File: config.mk
export PLATFORM = sky130hd
export DESIGN_NAME = mem_arbiter_flat
export DESIGN_NICKNAME = d
export VERILOG_FILES = /design/src/rtl/mem_arbiter_pkg.sv /design/src/rtl/mem_arbiter_if.sv /design/src/rtl/mem_arb_rr.sv /design/src/rtl/mem_arbiter.sv /design/src/flat_wrapper.sv
export SDC_FILE = /design/constraint.sdc
export NUM_CORES = 1
export LEC_CHECK = 0
export BUFFER_PORTS_ARGS = -buffer_cell sky130_fd_sc_hd__buf_2
export CORE_AREA = 2 2 282 284
export CTS_CLUSTER_SIZE = 16
export DETAILED_ROUTE_END_ITERATION = 7
export DIE_AREA = 0 0 284 286
export GPL_TIMING_DRIVEN = 1
export PLACE_DENSITY = 0.37
export SYNTH_ARGS = -nofsm -noshare
export SYNTH_HDL_FRONTEND = slang
export SYNTH_SLANG_ARGS = --single-unit
File: constraint.sdc
create_clock -name clk -period 3.51 [get_ports clk]
set_clock_uncertainty 0.05 [all_clocks]
set_input_delay 0 -clock clk [delete_from_list [all_inputs] [get_ports clk]]
set_output_delay 0 -clock clk [all_outputs]
set_load 0.01 [all_outputs]
File: src/rtl/mem_arbiter_pkg.sv
// Shared types and defaults for the two-requester line-fill memory arbiter.
package mem_arbiter_pkg;

  localparam int unsigned ADDR_W_DEF = 28;
  localparam int unsigned LINE_W_DEF = 128;

  typedef enum logic [1:0] {
    IDLE    = 2'd0,
    GRANT_I = 2'd1,
    GRANT_D = 2'd2,
    RELEASE = 2'd3
  } arb_state_e;

  typedef enum logic {
    LAST_I = 1'b0,
    LAST_D = 1'b1
  } last_grant_e;

endpackage

File: src/rtl/mem_arbiter_if.sv
// Bundle of I-side, D-side and memory-side signals around the arbiter.
interface mem_arbiter_if
  import mem_arbiter_pkg::*;
#(
  parameter int unsigned ADDR_W = ADDR_W_DEF,
  parameter int unsigned LINE_W = LINE_W_DEF
);
  logic              ic_mem_read;
  logic [ADDR_W-1:0] ic_mem_addr;
  logic [LINE_W-1:0] ic_mem_rdata;
  logic              ic_mem_ready;

  logic              dc_mem_read;
  logic              dc_mem_write;
  logic [ADDR_W-1:0] dc_mem_addr;
  logic [LINE_W-1:0] dc_mem_wdata;
  logic [LINE_W-1:0] dc_mem_rdata;
  logic              dc_mem_ready;

  logic              mem_read;
  logic              mem_write;
  logic [ADDR_W-1:0] mem_addr;
  logic [LINE_W-1:0] mem_wdata;
  logic [LINE_W-1:0] mem_rdata;
  logic              mem_ready;

  // Arbiter side
  modport master (
    input  ic_mem_read, ic_mem_addr,
    output ic_mem_rdata, ic_mem_ready,
    input  dc_mem_read, dc_mem_write, dc_mem_addr, dc_mem_wdata,
    output dc_mem_rdata, dc_mem_ready,
    output mem_read, mem_write, mem_addr, mem_wdata,
    input  mem_rdata, mem_ready
  );

  // Requesters and memory as seen from outside the arbiter
  modport slave (
    output ic_mem_read, ic_mem_addr,
    input  ic_mem_rdata, ic_mem_ready,
    output dc_mem_read, dc_mem_write, dc_mem_addr, dc_mem_wdata,
    input  dc_mem_rdata, dc_mem_ready,
    input  mem_read, mem_write, mem_addr, mem_wdata,
    output mem_rdata, mem_ready
  );
endinterface

File: src/rtl/mem_arb_rr.sv
// Combinational 2-way round-robin picker: a tie goes to the side not granted last.
module mem_arb_rr
  import mem_arbiter_pkg::*;
(
  input  logic        req_i,
  input  logic        req_d,
  input  last_grant_e last_grant,
  output logic        grant_i,
  output logic        grant_d
);

  always_comb begin
    grant_i = 1'b0;
    grant_d = 1'b0;
    if (req_i && req_d) begin
      grant_d = (last_grant == LAST_I);
      grant_i = !grant_d;
    end else begin
      grant_i = req_i;
      grant_d = req_d;
    end
  end

endmodule

File: src/rtl/mem_arbiter.sv
// Arbitrates I-cache fills and D-cache fills/write-backs onto a single memory port,
// with registered memory-side request and a one-cycle bubble after each transaction.
module mem_arbiter
  import mem_arbiter_pkg::*;
#(
  parameter int unsigned ADDR_W = ADDR_W_DEF,
  parameter int unsigned LINE_W = LINE_W_DEF
) (
  input  logic          clk,
  input  logic          rst_n,
  mem_arbiter_if.master bus
);

  arb_state_e        state_q, state_d;
  last_grant_e       last_q, last_d;
  logic              read_q, read_d;
  logic              write_q, write_d;
  logic [ADDR_W-1:0] addr_q, addr_d;
  logic [LINE_W-1:0] wdata_q, wdata_d;

  logic pend_i, pend_d, gnt_i, gnt_d;

  assign pend_i = bus.ic_mem_read;
  assign pend_d = bus.dc_mem_read | bus.dc_mem_write;

  mem_arb_rr u_rr (
    .req_i      (pend_i),
    .req_d      (pend_d),
    .last_grant (last_q),
    .grant_i    (gnt_i),
    .grant_d    (gnt_d)
  );

  always_comb begin
    state_d = state_q;
    last_d  = last_q;
    read_d  = read_q;
    write_d = write_q;
    addr_d  = addr_q;
    wdata_d = wdata_q;
    unique case (state_q)
      IDLE: begin
        if (gnt_d) begin
          state_d = GRANT_D;
          addr_d  = bus.dc_mem_addr;
          wdata_d = bus.dc_mem_wdata;
          write_d = bus.dc_mem_write;
          read_d  = !bus.dc_mem_write;
        end else if (gnt_i) begin
          state_d = GRANT_I;
          addr_d  = bus.ic_mem_addr;
          wdata_d = '0;
          write_d = 1'b0;
          read_d  = 1'b1;
        end
      end
      GRANT_I: begin
        if (bus.mem_ready) begin
          state_d = RELEASE;
          last_d  = LAST_I;
          read_d  = 1'b0;
          write_d = 1'b0;
        end
      end
      GRANT_D: begin
        if (bus.mem_ready) begin
          state_d = RELEASE;
          last_d  = LAST_D;
          read_d  = 1'b0;
          write_d = 1'b0;
        end
      end
      RELEASE: state_d = IDLE;
      default: state_d = IDLE;
    endcase
  end

  always_ff @(posedge clk or negedge rst_n) begin
    if (!rst_n) begin
      state_q <= IDLE;
      last_q  <= LAST_I;
      read_q  <= 1'b0;
      write_q <= 1'b0;
      addr_q  <= '0;
      wdata_q <= '0;
    end else begin
      state_q <= state_d;
      last_q  <= last_d;
      read_q  <= read_d;
      write_q <= write_d;
      addr_q  <= addr_d;
      wdata_q <= wdata_d;
    end
  end

  assign bus.mem_read  = read_q;
  assign bus.mem_write = write_q;
  assign bus.mem_addr  = addr_q;
  assign bus.mem_wdata = wdata_q;

  // Ready is forwarded combinationally to the owner only; data is shared.
  assign bus.ic_mem_ready = (state_q == GRANT_I) && bus.mem_ready;
  assign bus.dc_mem_ready = (state_q == GRANT_D) && bus.mem_ready;
  assign bus.ic_mem_rdata = bus.mem_rdata;
  assign bus.dc_mem_rdata = bus.mem_rdata;

endmodule
File: src/flat_wrapper.sv
// flat-port wrapper written by rule: the top's interface ports become plain ports
module mem_arbiter_flat import mem_arbiter_pkg::*;
#(
  parameter int unsigned ADDR_W = ADDR_W_DEF,
  parameter int unsigned LINE_W = LINE_W_DEF
)
  (clk, rst_n, bus_ic_mem_read, bus_ic_mem_addr, bus_ic_mem_rdata, bus_ic_mem_ready, bus_dc_mem_read, bus_dc_mem_write, bus_dc_mem_addr, bus_dc_mem_wdata, bus_dc_mem_rdata, bus_dc_mem_ready, bus_mem_read, bus_mem_write, bus_mem_addr, bus_mem_wdata, bus_mem_rdata, bus_mem_ready);
  mem_arbiter_if #(.ADDR_W(ADDR_W), .LINE_W(LINE_W)) bus_i ();
  input  logic clk;
  input  logic rst_n;
  input wire logic [$bits(bus_i.ic_mem_read)-1:0] bus_ic_mem_read;
  input wire logic [$bits(bus_i.ic_mem_addr)-1:0] bus_ic_mem_addr;
  output wire logic [$bits(bus_i.ic_mem_rdata)-1:0] bus_ic_mem_rdata;
  output wire logic [$bits(bus_i.ic_mem_ready)-1:0] bus_ic_mem_ready;
  input wire logic [$bits(bus_i.dc_mem_read)-1:0] bus_dc_mem_read;
  input wire logic [$bits(bus_i.dc_mem_write)-1:0] bus_dc_mem_write;
  input wire logic [$bits(bus_i.dc_mem_addr)-1:0] bus_dc_mem_addr;
  input wire logic [$bits(bus_i.dc_mem_wdata)-1:0] bus_dc_mem_wdata;
  output wire logic [$bits(bus_i.dc_mem_rdata)-1:0] bus_dc_mem_rdata;
  output wire logic [$bits(bus_i.dc_mem_ready)-1:0] bus_dc_mem_ready;
  output wire logic [$bits(bus_i.mem_read)-1:0] bus_mem_read;
  output wire logic [$bits(bus_i.mem_write)-1:0] bus_mem_write;
  output wire logic [$bits(bus_i.mem_addr)-1:0] bus_mem_addr;
  output wire logic [$bits(bus_i.mem_wdata)-1:0] bus_mem_wdata;
  input wire logic [$bits(bus_i.mem_rdata)-1:0] bus_mem_rdata;
  input wire logic [$bits(bus_i.mem_ready)-1:0] bus_mem_ready;
  assign bus_i.ic_mem_read = bus_ic_mem_read;
  assign bus_i.ic_mem_addr = bus_ic_mem_addr;
  assign bus_ic_mem_rdata = bus_i.ic_mem_rdata;
  assign bus_ic_mem_ready = bus_i.ic_mem_ready;
  assign bus_i.dc_mem_read = bus_dc_mem_read;
  assign bus_i.dc_mem_write = bus_dc_mem_write;
  assign bus_i.dc_mem_addr = bus_dc_mem_addr;
  assign bus_i.dc_mem_wdata = bus_dc_mem_wdata;
  assign bus_dc_mem_rdata = bus_i.dc_mem_rdata;
  assign bus_dc_mem_ready = bus_i.dc_mem_ready;
  assign bus_mem_read = bus_i.mem_read;
  assign bus_mem_write = bus_i.mem_write;
  assign bus_mem_addr = bus_i.mem_addr;
  assign bus_mem_wdata = bus_i.mem_wdata;
  assign bus_i.mem_rdata = bus_mem_rdata;
  assign bus_i.mem_ready = bus_mem_ready;
  mem_arbiter #(.ADDR_W(ADDR_W), .LINE_W(LINE_W)) u_core (.clk(clk), .rst_n(rst_n), .bus(bus_i));
endmodule
[Word-level counts from Yosys, hierarchy flattened]
Cells that the tools add are included.
Cells by class
  equality and inequality tests: 7
  mux-type cells: 19
  bitwise logic cells: 2
  reductions and logical operators: 13
Operators by type and width (count)
  2-to-1 mux 128 bit: 2
  2-to-1 mux 28 bit: 2
  2-to-1 mux 1 bit: 8
  2-to-1 mux 2 bit: 3
  case mux 1 bit (2 select lines): 3
  case mux 2 bit (3 select lines): 1
  AND reduction 3 bit: 2
  nonzero test 2 bit: 3
  == test 2 bit (second input constant): 2
  inequality test 2 bit (second input constant): 2
  AND reduction 2 bit: 2
  logical AND 1 bit: 3
  inequality test 3 x 1 -> 1 bit (second input constant): 1
  == test 2 x 1 -> 1 bit (second input constant): 1
  logical NOT 2 bit: 1
  inequality test 2 x 1 -> 1 bit (second input constant): 1
  OR reduction 2 bit: 1
  logical NOT 1 bit: 1
  NOT 1 bit: 1
  OR 1 bit: 1
Storage, ports and cells
  flip-flop bits (word level): 161
  input port bits: 318
  output and inout port bits: 416
  word-level logic and storage cells: 47

[Longest topological paths before layout]
Gate-level depths: netlist (run 1).
  depth after elaboration: 6
  mapped depth: 7
  mapped depth without buffers: 5

[Cells and area by module]
A second synthesis (run 1) with hierarchy kept.
Second synthesis, totals
  cells, all modules: 700
  area total of the unflattened synthesis: 8141.6 µm²
Modules (own cells, without submodules)
  mem_arbiter: instances 1, cells each 697, area each 8122.8 µm², seq. area each 4028.9 µm²
  mem_arb_rr: instances 1, cells each 3, area each 18.8 µm², seq. area each 0.0 µm²

[Worst setup path after synthesis (run 1)]
Ideal clock, no wire load.
  kind: flip-flop to flip-flop
  start: register u_core.state_q[0]
  end: register u_core.read_q, in the netlist u_core.bus.mem_read
  arrival: 1.476 ns
  data required time: 3.335 ns
  path slack: 1.859 ns
  stages on the path, launching flop included: 6
  period minus slack after synthesis: 1.651 ns
  cell sequence: dfrtp_1 -> inv_1 -> ha_1 -> nor2b_1 -> a211oi_2 -> mux2_2
On the way
  word-level cells in the longest chain between the ends: 4
Ends and longest elaborated chain
  start: declaration: RTL line mem_arbiter.sv:14  | arb_state_e state_q, state_d;
  start signal: assignment: RTL line mem_arbiter.sv:87  | state_q <= state_d;
  == test 2 bit or == test 2 x 1 -> 1 bit (tied branches): RTL line mem_arbiter.sv:41  | unique case (state_q)
  OR reduction 2 bit (no line)
  inequality test 2 x 1 -> 1 bit (no line) or nonzero test 2 bit (tied branches)
  AND reduction 3 bit (no line)
  end signal: assignment: RTL line mem_arbiter.sv:89  | read_q <= read_d;
  end: declaration: RTL line mem_arbiter.sv:16  | logic read_q, read_d;
Several ways; a longest one is shown, not always the timed one.
A chain may end at the register's enable or synchronous reset.

[Worst setup path in the final report (run 1)]
  start: register u_core.last_q
  end: register u_core.addr_q[2], in the netlist u_core.bus.mem_addr[2]
On the way
  word-level cells in the longest chain between the ends: 4
Ends and longest elaborated chain
  start: declaration: RTL line mem_arbiter.sv:15  | last_grant_e last_q, last_d;
  start signal: assignment: RTL line mem_arbiter.sv:88  | last_q <= last_d;
  NOT 1 bit: RTL line mem_arb_rr.sv:16  | grant_d = (last_grant == LAST_I);
  2-to-1 mux 1 bit: RTL line mem_arb_rr.sv:15  | if (req_i && req_d) begin
  nonzero test 2 bit (no line)
  AND reduction 2 bit (no line)
  end signal: assignment: RTL line mem_arbiter.sv:91  | addr_q <= addr_d;
  end: declaration: RTL line mem_arbiter.sv:18  | logic [ADDR_W-1:0] addr_q, addr_d;
Several ways; a longest one is shown, not always the timed one.

==> results_dict.tcl, run 1 <==
set metrics [dict create \
    power.density_mw_per_mm2 682.8 \
    dp_slack_ns 1.583 \
    fp.dieW_um 284 \
    ys_ff_latch 161 \
    postCtsSetupBuffers 0 \
    crit_family "buffers and inverters" \
    synthToLayoutAreaGrowth_pct 60.00 \
    vias 6569 \
    first_global_vias 7140 \
    cts_buffer_depth 2 \
    reg2reg_depth 5 \
    yosysTopAreaCell "dfrtp_1" \
    yosysUniqueCellTypes 21 \
    max_stage_delay_ns 0.59 \
    synth_warnings 0 \
    cts_tree "done" \
    tightestPinTransition_ns 0.7951 \
    fin_ws_ns 1.307 \
    finalMaxSlewViolations 0 \
    routabilityCongestion 0.7327 \
    synth-edff-count 0 \
    initial_core_util_pct 10.31 \
    r2r_start "u_core.last_q$_DFFE_PN0P_" \
    overflow 0 \
    maxSlewHeadroom_pct 46.99 \
    setup_tns_ns 0 \
    nNetsFinal 1417 \
    core_region_area_mm2 0.07836 \
    drive_gt1_share_pct 35.68 \
    cts_buffers 17 \
    vias_per_cell 3.041 \
    fin_util_pct 16.49 \
    fmax_mhz 453.9 \
    row_count 103 \
    ir_drop_uv 366.0 \
    worstHoldPathType "primary input to async pin" \
    grt_pass1_wl_um 41830 \
    die_y_um 286 \
    cp_slowest_cell "dlygate4sd3_1" \
    die_area_mm2 0.08122 \
    critPathLaunchType "flip-flop" \
    synth.yosys.seq_area_share_pct 49.88 \
    setup_viol 0 \
    postRouteAntennaNets 0 \
    cts-root-buf "clkbuf_16" \
    maxCapViolCount 0 \
    firstDrtPassIters 4 \
    r2r-end "u_core.bus.mem_addr[2]$_DFFE_PN0P_" \
    ios 734 \
    ys.flop_type "dfrtp_1" \
    critical_path_class "flip-flop to flip-flop" \
    status "completed" \
    cp_cell_sequence "o2bb2ai_4, buf_4, mux2i_1, dlygate4sd3_1, o21ai_0" \
    post_dp_cell_area_mm2 0.009101 \
    netlist_area_mm2 0.008076 \
    end_kind "flip-flop" \
    cp_max_fo 30 \
    finalCritPeriodShare_pct 62.76 \
    synth_cells 695 \
    path_clk_slew_ns 0.08 \
    cts.sinks 161 \
    finalHoldViolCount 0 \
    drt_iter0_markers 175 \
    rsz0062_at_grt "false" \
    drc 0 \
    cts_max_level 4 \
    synthTopCellsByArea "dfrtp_1, buf_4, a22o_1" \
    postLayoutCellArea_mm2 0.01292 \
    grt_max_degree 161 \
    crit_buf_inv 2 \
    worstPathRequired_ns 3.80 \
    port_buffers 349 \
    synth_top_cell_area_share_pct 49.88 \
    grt_use_total_pct 7.004 \
    regToRegSetupSlack_ns 1.31 \
    clk_latency_ns 0.48 \
    routed_wl_um 28910 \
    ys_top_cells_by_count "buf_4, dfrtp_1, a22o_1" \
    avgSynthCellArea_um2 11.62 \
    leakagePower_nw 6.092 \
    routedWlPerCell_um 13.39 \
    synth_most_common_cell "buf_4" \
    async_flop_share_pct 100.0 \
    finalCriticalPeriod_ns 2.203 \
    antenna_found_initial 6 \
    synth_nets 1018 \
    cp.arrival_ns 2.49 \
    dp_hpwl_um 18460 \
]
-- kinds of logic after synthesis --
group | share of synthesized area [%]
buffers and inverters | 26.91
AO/OA/AOI/OAI | 16.44
flip-flops | 49.88
AND/OR/NAND/NOR | 1.735
multiplexers | 4.260
adder cells (fa/ha/maj) | 0.7746
-- through the flow --
stage	hold slack [ns]	total power, W	instances
after floorplan	-0.3456	0.005252	695
after global placement	-0.04990	0.006271	1808
after detailed placement	-0.04990	0.006320	1808
after CTS	0.04001	0.009026	2157
after global routing	0.1072	0.009487	2159
final	0.09914	0.008823	2160
-- flip-flops by register name, summed over array words and instances (netlist names) --
name	flops
u_core.bus.mem_addr	28
u_core.bus.mem_read	1
u_core.bus.mem_wdata	128
u_core.bus.mem_write	1
u_core.last_q	1
u_core.state_q	2
-- per-layer routing --
layer	track usage [%]	routed length [um]	vias to the layer above
li1	-	-	2955
met1	6.945	10580	3130
met2	11.83	14260	431
met3	3.429	2847	47
met4	4.250	1186	6
met5	0	39	-
-- where the power goes --
| group | switching, W | leakage [nW] | internal (W) |
|---|---|---|---|
| Combinational | 0.00193 | 3.72 | 0.00171 |
| Clock | 0.000886 | 0.313 | 0.00122 |
| Sequential | 0.000434 | 2.06 | 0.00264 |
| Total | 0.00325 | 6.09 | 0.00557 |
-- what timing repair did --
item / in CTS / in global routing
hold endpoints to repair: 484 / 0
gates resized for setup: 0 / 0
hold buffers: 317 / 0
-- layout by cell type, fill, tap and decap left out --
cell type      count
a211oi_2           1
a21o_1             1
a21oi_1            2
a22o_1           128
and2_1             1
and3_1             1
buf_12             3
buf_2            348
buf_4              4
bufinv_16          3
clkbuf_16         17
clkbuf_8           6
clkinv_2           1
clkinv_4           3
clkinvlp_4         1
dfrtp_1          161
diode_2            3
dlygate4sd3_1    317
ha_1               5
inv_1              5
inv_6              2
mux2_2             3
mux2i_1           31
nand2_1           30
nor2_4             1
nor2b_1            1
nor3_1             1
o21ai_0           28
o2bb2ai_4          1
o31ai_4            1
-- final cells by class --
cell class	instances	area, um2
Antenna cell	3	7.507
Clock buffer	22	494.2
Clock inverter	10	146.4
Fill cell	8725	65430
Inverter	5	18.77
Multi-Input combinational cell	236	1894
Sequential cell	161	4029
Tap cell	1050	1314
Timing Repair Buffer	673	5019
-- worst max-delay path by stage --
stage	from	end	slack [ns]	depth (start not counted)
after global routing	u_core.last_q$_DFFE_PN0P_	u_core.bus.mem_addr[13]$_DFFE_PN0P_	1.18	5
final	u_core.last_q$_DFFE_PN0P_	u_core.bus.mem_addr[2]$_DFFE_PN0P_	1.31	5
after global placement	u_core.state_q[0]$_DFFE_PN0P_	u_core.bus.mem_wdata[107]$_DFFE_PN0P_	1.64	5
after floorplan	u_core.state_q[0]$_DFFE_PN0P_	u_core.bus.mem_read$_DFFE_PN0P_	1.86	5
after CTS	u_core.last_q$_DFFE_PN0P_	u_core.bus.mem_addr[15]$_DFFE_PN0P_	1.30	5
after detailed placement	u_core.state_q[0]$_DFFE_PN0P_	u_core.bus.mem_addr[9]$_DFFE_PN0P_	1.58	5
Note: power is estimated with default switching activity, not from simulation.
==> inputs of run 2 (changes only) <==
==> constraint.sdc (replaced) <==
create_clock -name clk -period 2.2 [get_ports clk]
set_clock_uncertainty 0.05 [all_clocks]
set_input_delay 0 -clock clk [delete_from_list [all_inputs] [get_ports clk]]
set_output_delay 0 -clock clk [all_outputs]
set_load 0.01 [all_outputs]
==> results_dict.tcl, run 2 (synthesis results as in run 1) <==
set metrics [dict create \
    final_cell_mix "buf_2, dlygate4sd3_1, dfrtp_1" \
    routedWlPerCell_um 13.06 \
    firstDrtPassIters 4 \
    finalCritPeriodShare_pct 91.79 \
    critical_path_class "flip-flop to flip-flop" \
    die_area_mm2 0.08122 \
    cts.sinks 161 \
    grt_use_total_pct 6.845 \
    rsz0062_at_grt "false" \
    core_region_area_mm2 0.07836 \
    cp.arrival_ns 2.34 \
    ios 734 \
    finalCriticalPeriod_ns 2.019 \
    initial_core_util_pct 10.31 \
    cp_cell_sequence "o2bb2ai_4, buf_4, mux2i_1, dlygate4sd3_1, o21ai_0" \
    grtUsageMet1_pct 6.515 \
    cp_slowest_cell "dlygate4sd3_1" \
    routed_wl_um 28400 \
    leakagePower_nw 6.140 \
    final_common_cell "buf_2" \
    vias_per_cell 3.032 \
    drc 0 \
    cp_max_fo 14 \
    cts_buffer_depth 2 \
    stdcell_count 2175 \
    drive_gt1_share_pct 36.51 \
    fmax_mhz 495.2 \
    routabilityCongestion 0.7582 \
    path_clk_slew_ns 0.07 \
    power.density_mw_per_mm2 1063 \
    finalHoldViolCount 0 \
    cts-root-buf "clkbuf_16" \
    nNetsFinal 1433 \
    use_met2_pct 11.33 \
    worstPathRequired_ns 2.52 \
    top_usage_layer "met2" \
    max_stage_delay_ns 0.57 \
    cts_max_level 4 \
    synthToLayoutAreaGrowth_pct 61.01 \
    ir_drop_uv 575.0 \
    vias 6595 \
    dp_hpwl_um 18760 \
    postRouteAntennaNets 0 \
    cts_buffers 17 \
    clk_latency_ns 0.48 \
    setup_tns_ns 0 \
    cts_resized 0 \
    drt_iter0_markers 109 \
    port_buffers 349 \
    maxSlewHeadroom_pct 60.09 \
    end_kind "flip-flop" \
    finalMaxSlewViolations 0 \
    met3_usage_pct 3.995 \
    power_w 0.01383 \
    worstHoldPathType "primary input to async pin" \
    grt_pass1_wl_um 40830 \
    setup_viol 0 \
    first_global_vias 7035 \
    antenna_found_initial 6 \
    critPathLaunchType "flip-flop" \
    die_y_um 286 \
    tightestPinTransition_ns 0.5986 \
    regToRegSetupSlack_ns 0.18 \
    row_count 103 \
    overflow 0 \
    status "completed" \
    largest_reg_flops 128 \
    grt_max_degree 73 \
    fin_util_pct 16.60 \
    cts_tree "done" \
    maxCapViolCount 0 \
    fp.dieW_um 284 \
    fillCellCount 8684 \
    dp_cells 1814 \
]
-- run 2: cell types whose count changed in the layout (fill, tap and decap cells not counted) --
| cell | before | now |
|---|---|---|
| clkinvlp_4 | 1 | 3 |
| buf_4 | 4 | 17 |
| clkinv_2 | 1 | 2 |
| clkbuf_8 | 6 | 2 |
| buf_12 | 3 | 6 |
| bufinv_16 | 3 | 1 |
| inv_6 | 2 | 5 |
| clkinv_4 | 3 | 2 |
| diode_2 | 3 | 2 |
| clkbuf_1 | 0 | 1 |
-- run 2: power breakdown --
part,switching [W],leakage [nW],total (W),internal [W]
sequential,0.000693,2.06,0.00490,0.00421
combinational,0.00306,3.81,0.00590,0.00284
clock,0.00144,0.271,0.00303,0.00160
total,0.00519,6.14,0.0138,0.00864
-- run 2: area by class of cell --
type | instances | area, um2 | share of cell area (%)
Timing Repair Buffer | 689 | 5176 | 39.81
Sequential cell | 161 | 4029 | 30.98
Multi-Input combinational cell | 236 | 1894 | 14.57
Tap cell | 1050 | 1314 | 10.10
Clock buffer | 19 | 442.9 | 3.406
Clock inverter | 13 | 123.9 | 0.9526
Inverter | 5 | 18.77 | 0.1443
Antenna cell | 2 | 5.005 | 0.03849
-- run 2: per-layer routing --
metal  part of all wire [%]  vias up
li1                       -     2987
met2                     48      426
met3                     11       44
met5                  0.092        -
met1                     36     3134
met4                    4.3        4
-- run 2: metrics by stage --
step                      area, um2  hold WS (ns)  setup WS (ns)
final                         13000       0.02939         0.1805
after floorplan                8077       -0.3456         0.5491
after CTS                     12920      0.008513        0.02441
after detailed placement       9184      -0.04990         0.3231
after global routing          13000       0.04854        0.05347
after global placement         9184      -0.04990         0.3668
-- run 2: critical path, delay by kind of cell (launching register included) --
kind	cells	cell delay, ns
muxes	1	0.21
DFF	1	0.45
buffers and inverters	2	0.87
AOI/OAI and AO/OA	2	0.34
-- run 2: final timing paths --
| check | from | endpoint | cells after the start |
|---|---|---|---|
| setup / recovery | u_core.last_q$_DFFE_PN0P_ | u_core.bus.mem_addr[17]$_DFFE_PN0P_ | 5 |
| hold / removal | rst_n | u_core.bus.mem_wdata[42]$_DFFE_PN0P_ | 2 |
| setup reg to reg | u_core.last_q$_DFFE_PN0P_ | u_core.bus.mem_addr[17]$_DFFE_PN0P_ | 5 |
| hold reg to reg | u_core.bus.mem_addr[22]$_DFFE_PN0P_ | u_core.bus.mem_addr[22]$_DFFE_PN0P_ | 2 |
| max in group asynchronous | rst_n | u_core.bus.mem_wdata[100]$_DFFE_PN0P_ | 3 |
| min in group clk | bus_dc_mem_read | u_core.state_q[0]$_DFFE_PN0P_ | 4 |
-- run 2: timing repair --
action | CTS | global route
hold buffers | 317 | 0
endpoints found under the setup margin | 0 | 8
endpoints found under the hold margin | 577 | 0
setup buffers | 0 | 10
